<file path="src/rtl/pipeline_pkg.sv">
// Shared decode-stage widths for the MIPS32 pipeline.
package pipeline_pkg;
  localparam int DATA_W   = 32;
  localparam int ADDR_W   = 5;
  localparam int IMM_W    = 16;
  localparam int NUM_REGS = 32;
endpackage

</file>
<file path="src/rtl/reg_file_if.sv">
// Decode-stage register file bus: read/write ports plus the immediate path.
interface reg_file_if
  import pipeline_pkg::*;
#(
  parameter int DATA_W = pipeline_pkg::DATA_W,
  parameter int ADDR_W = pipeline_pkg::ADDR_W,
  parameter int IMM_W  = pipeline_pkg::IMM_W
);
  logic [ADDR_W-1:0] read_addr_1;
  logic [ADDR_W-1:0] read_addr_2;
  logic [ADDR_W-1:0] write_addr;
  logic [DATA_W-1:0] write_data;
  logic              write_enabled;
  logic [DATA_W-1:0] data_1;
  logic [DATA_W-1:0] data_2;
  logic [IMM_W-1:0]  imm_in;
  logic [DATA_W-1:0] imm_out;

  modport master (
    output read_addr_1, read_addr_2, write_addr, write_data, write_enabled, imm_in,
    input  data_1, data_2, imm_out
  );

  modport slave (
    input  read_addr_1, read_addr_2, write_addr, write_data, write_enabled, imm_in,
    output data_1, data_2, imm_out
  );
endinterface

</file>
<file path="src/rtl/reg_file_sign_extend.sv">
// Combinational immediate sign-extender: replicates the immediate's MSB up to DATA_W.
module sign_extend
  import pipeline_pkg::*;
#(
  parameter int IMM_W  = pipeline_pkg::IMM_W,
  parameter int DATA_W = pipeline_pkg::DATA_W
) (
  input  logic [IMM_W-1:0]  imm_in,
  output logic [DATA_W-1:0] imm_out
);
  assign imm_out = {{(DATA_W - IMM_W){imm_in[IMM_W-1]}}, imm_in};
endmodule

</file>
<file path="src/rtl/reg_file.sv">
// Decode-stage integer register file: two registered read ports with write-first
// bypass, one write port, hard-wired $0, and the immediate sign-extender.
module reg_file
  import pipeline_pkg::*;
#(
  parameter int DATA_W = pipeline_pkg::DATA_W,
  parameter int ADDR_W = pipeline_pkg::ADDR_W,
  parameter int IMM_W  = pipeline_pkg::IMM_W
) (
  input logic       clk,
  input logic       rst,
  reg_file_if.slave bus
);
  localparam int REGS = 2 ** ADDR_W;

  logic [DATA_W-1:0] regs [REGS];
  logic [DATA_W-1:0] rd_next_1;
  logic [DATA_W-1:0] rd_next_2;
  logic              wr_valid;

  assign wr_valid = bus.write_enabled && (bus.write_addr != '0);

  // Zero-detect first, then bypass: a discarded write to $0 never reaches the bypass.
  always_comb begin
    rd_next_1 = '0;
    rd_next_2 = '0;
    if (bus.read_addr_1 != '0) begin
      if (wr_valid && (bus.write_addr == bus.read_addr_1)) rd_next_1 = bus.write_data;
      else                                                 rd_next_1 = regs[bus.read_addr_1];
    end
    if (bus.read_addr_2 != '0) begin
      if (wr_valid && (bus.write_addr == bus.read_addr_2)) rd_next_2 = bus.write_data;
      else                                                 rd_next_2 = regs[bus.read_addr_2];
    end
  end

  always_ff @(posedge clk) begin
    if (rst) begin
      regs       <= '{default: '0};
      bus.data_1 <= '0;
      bus.data_2 <= '0;
    end else begin
      if (wr_valid) regs[bus.write_addr] <= bus.write_data;
      bus.data_1 <= rd_next_1;
      bus.data_2 <= rd_next_2;
    end
  end

  sign_extend #(
    .IMM_W  (IMM_W),
    .DATA_W (DATA_W)
  ) u_sign_extend (
    .imm_in  (bus.imm_in),
    .imm_out (bus.imm_out)
  );
endmodule

</file>
<file path="src/flat_wrapper.sv">
// flat-port wrapper written by rule: the top's interface ports become plain ports
module reg_file_flat import pipeline_pkg::*;
#(
  parameter int DATA_W = pipeline_pkg::DATA_W,
  parameter int ADDR_W = pipeline_pkg::ADDR_W,
  parameter int IMM_W  = pipeline_pkg::IMM_W
)
  (clk, rst, bus_read_addr_1, bus_read_addr_2, bus_write_addr, bus_write_data, bus_write_enabled, bus_imm_in, bus_data_1, bus_data_2, bus_imm_out);
  reg_file_if #(.DATA_W(DATA_W), .ADDR_W(ADDR_W), .IMM_W(IMM_W)) bus_i ();
  input logic clk;
  input logic rst;
  input wire logic [$bits(bus_i.read_addr_1)-1:0] bus_read_addr_1;
  input wire logic [$bits(bus_i.read_addr_2)-1:0] bus_read_addr_2;
  input wire logic [$bits(bus_i.write_addr)-1:0] bus_write_addr;
  input wire logic [$bits(bus_i.write_data)-1:0] bus_write_data;
  input wire logic [$bits(bus_i.write_enabled)-1:0] bus_write_enabled;
  input wire logic [$bits(bus_i.imm_in)-1:0] bus_imm_in;
  output wire logic [$bits(bus_i.data_1)-1:0] bus_data_1;
  output wire logic [$bits(bus_i.data_2)-1:0] bus_data_2;
  output wire logic [$bits(bus_i.imm_out)-1:0] bus_imm_out;
  assign bus_i.read_addr_1 = bus_read_addr_1;
  assign bus_i.read_addr_2 = bus_read_addr_2;
  assign bus_i.write_addr = bus_write_addr;
  assign bus_i.write_data = bus_write_data;
  assign bus_i.write_enabled = bus_write_enabled;
  assign bus_i.imm_in = bus_imm_in;
  assign bus_data_1 = bus_i.data_1;
  assign bus_data_2 = bus_i.data_2;
  assign bus_imm_out = bus_i.imm_out;
  reg_file #(.DATA_W(DATA_W), .ADDR_W(ADDR_W), .IMM_W(IMM_W)) u_core (.clk(clk), .rst(rst), .bus(bus_i));
endmodule
</file>
<file path="config.mk">
export PLATFORM = sky130hd
export DESIGN_NAME = reg_file_flat
export DESIGN_NICKNAME = d
export VERILOG_FILES = /design/src/rtl/pipeline_pkg.sv /design/src/rtl/reg_file_if.sv /design/src/rtl/reg_file_sign_extend.sv /design/src/rtl/reg_file.sv /design/src/flat_wrapper.sv
export SDC_FILE = /design/constraint.sdc
export NUM_CORES = 2
export LEC_CHECK = 0
export CELL_PAD_IN_SITES_DETAIL_PLACEMENT = 1
export CELL_PAD_IN_SITES_GLOBAL_PLACEMENT = 2
export CORE_MARGIN = 3
export CORE_UTILIZATION = 40
export DETAILED_ROUTE_END_ITERATION = 7
export PLACE_DENSITY = 0.85
export REMOVE_ABC_BUFFERS = 1
export SYNTH_ARGS = -nofsm -noshare
export SYNTH_HDL_FRONTEND = slang
export SYNTH_SLANG_ARGS = --single-unit
</file>
<file path="constraint.sdc">
create_clock -name clk -period 8.3 [get_ports clk]
set_clock_uncertainty 0.2 [all_clocks]
set_input_delay 1.66 -clock clk [delete_from_list [all_inputs] [get_ports clk]]
set_output_delay 1.66 -clock clk [all_outputs]
set_load 0.005 [all_outputs]
</file>
==> metrics.txt <==
clk buf depth=3; initial DRC count=just under 5,000; Cell Pwr Density=between 200 and 250 mW/mm^2; Final Critical Period=4.49 ns; detailed placer's ending HPWL=roughly 130,000 microns; Slew @ Worst Pin=about 1.3 ns; Slew Viols, Final=0; Max rail drop VDD=0.216 mV; r2r worst-path depth=4; worst hold start=u_core.regs[822]$_SDFFE_PP0P_; Crit. End Element=flop; maxcap violations=0; Async SR Flop Fraction=0%; hold buffer count at CTS=0; first-pass GRT wire length=329,000 microns; Yosys warnings=0; IO Count=162; Inserted Clock Buffers=between 100 and 150; Remaining Overflow, GRT=0; CORE AREA=about 0.13 sq mm; post-synthesis register bit count=approximately 1,100; Final nets=5,982; worst-skew pair later-pin latency=between 0.7 and 0.8 ns; Primary FF master, synth=dfxtp_1; Setup Viol. Count Final=0; setup slack, reg-to-reg=around 6 ns; synth unique cells=43; All-Layer GR Usage=31.1%; sequential share of the synthesized area=around two fifths; Die Y=~370 microns; die area=approximately 0.14 sq mm; Hold Path Class=reg -> reg; Rows=around 130; worst rel slew slack=between 10% and 20%; DR pass1 iterations=6; H-tree depth=4; Via-to-Cell Ratio=roughly 6.2; CP Max Fanout=20; mapped cell area=approximately 0.054 sq mm; count of final hold-check violations=0; maximum operating frequency=0.223 GHz; WS Path Type=in -> reg; largest net degree at the start of global routing=between 200 and 250; slowest stage cell, crit path=clkdlybuf4s50_1; PortBufs=~110; Mean Syn Cell Area=roughly 8.7 sq um; vias in the first global route=approximately 50,000; Initial Util=40.5%; initial antenna violation count=8; routability cong.=0.877; root buffer cell=clkbuf_16; post-CTS setup buffers=0; CTS Sinks=1,088; crit share post-route=a little over half; Routed WL per cell=28.7 microns; WP data required=roughly 9 ns; worst-path cell chain=clkdlybuf4s50_1 -> or4_4 -> o21ai_4 -> o311ai_4 -> buf_4 -> a21oi_1 -> a221o_1; Worst-path clk slew=0.06 ns; Post-CTS Resized=0; Worst setup SP type=primary input; Leak=around 20 nW; cell count after synthesis=around 6,200; Max stage delay on crit path=1.03 ns; Layout area overhead=11.8%; ANT nets after route=0; placed standard-cell area=roughly 0.056 sq mm; final setup TNS=0 ns; CTS tree=built; Critical Path Start=bus_write_addr[2]; share of post-route cells with drive strength above 1=roughly 14%; post-route cell area=a little over 0.06 sq mm; utilization after layout=45.3%; outcome=finished clean; unrepaired setup endpoints after global routing=no; drc violations=0; vias=a little under 50,000; worst r2r dst=u_core.bus.data_1[13]$_SDFF_PP0_; reg-to-reg startpoint=u_core.regs[301]$_SDFFE_PP0P_; Post-synth EDFFs=0; Filler Cell Count=roughly 15,000; wirelength, routed=between 200,000 and 250,000 microns; WP data arrival=around 4.9 ns; worst setup path endpoint=u_core.bus.data_2[17]$_SDFF_PP0_; die width=375 microns
==> area by class of cell <==
class,count,area (sq um),area share (%)
Clock inverter,28,397,0.652
Tap cell,1768,2210,3.64
Clock buffer,209,4050,6.65
Multi-Input combinational cell,4444,30100,49.5
Timing Repair Buffer,247,2280,3.75
Antenna cell,3,7.51,0.0123
Sequential cell,1088,21800,35.8
Inverter,4,17.5,0.0288
==> cells in the final DEF (no fill, tap or decap), types with 68 or more instances in the layout <==
cell	count
a21oi_1	1056
clkdlybuf4s50_1	104
dfxtp_1	1088
mux2i_1	320
clkbuf_16	136
mux4_2	384
a221oi_1	128
buf_4	125
nor2b_1	68
nand2_1	2055
==> report_power, final <==
part	switching [W]	internal (W)
registers	0.0000520	0.00528
logic	0.000712	0.000315
clock network	0.00242	0.00357
==> per-layer routing <==
| metal | vias to the layer above | global-route usage (%) | routed length [microns] |
|---|---|---|---|
| met3 | 510 | 7.49 | 19800 |
| li1 | 21100 | - | - |
| met1 | 25000 | 41.0 | 93200 |
| met5 | - | 0 | 93 |
| met4 | 14 | 13.1 | 9690 |
| met2 | 2092 | 49.0 | 100000 |
==> worst min path at each step <==
stage / to / cells past startpoint
floorplan: u_core.regs[320]$_SDFFE_PP0P_ / 2
global placement: u_core.regs[575]$_SDFFE_PP0P_ / 2
detailed placement: u_core.regs[377]$_SDFFE_PP0P_ / 2
CTS: u_core.regs[377]$_SDFFE_PP0P_ / 2
global route: u_core.regs[33]$_SDFFE_PP0P_ / 2
finish: u_core.regs[822]$_SDFFE_PP0P_ / 2
==> stage by stage <==
step                hold WS, ns  power [W]  cells  setup slack, ns
global placement          0.248    0.00644   7551             3.26
global route              0.278     0.0127   7788             3.76
CTS                       0.266     0.0124   7788             3.95
floorplan                 0.237    0.00576   5536             1.79
finish                    0.266     0.0123   7791             3.81
detailed placement        0.258    0.00645   7551             3.16
==> state kept, by name (all words and copies together), names as in the netlist <==
register           cells
u_core.bus.data_1     32
u_core.bus.data_2     32
u_core.regs         1024
==> worst max-delay path, delay by kind of cell <==
kind | cells | cell delay [ns]
buf+inv | 2 | 1.56
simple gates | 1 | 0.29
compound gates | 4 | 1.42
==> synth_stat cells, types with 34 or more instances <==
master / instances / area (sq um)
mux2i_1: 320 / 3200
clkbuf_1: 510 / 1910
nor2b_1: 70 / 438
nand2_1: 2072 / 7780
o21bai_1: 64 / 480
buf_1: 34 / 128
buf_2: 82 / 410
dfxtp_1: 1088 / 21800
a221oi_1: 128 / 1120
a21oi_1: 1056 / 5290
mux4_2: 384 / 8650
a22oi_1: 64 / 480
==> kinds of logic (layout without fill, tap and decap cells) <==
group / count (synthesis) / after routing / share of synthesized area, %
other: 0 / 3 / 0
multiplexers: 736 / 736 / 22.4
buffers and inverters: 697 / 488 / 5.40
flip-flops: 1088 / 1088 / 40.0
AND/OR/NAND/NOR: 2221 / 2221 / 15.9
AO/OA/AOI/OAI: 1477 / 1477 / 16.1
XOR/XNOR: 10 / 10 / 0.161
Power figures use the tool's default switching activity.
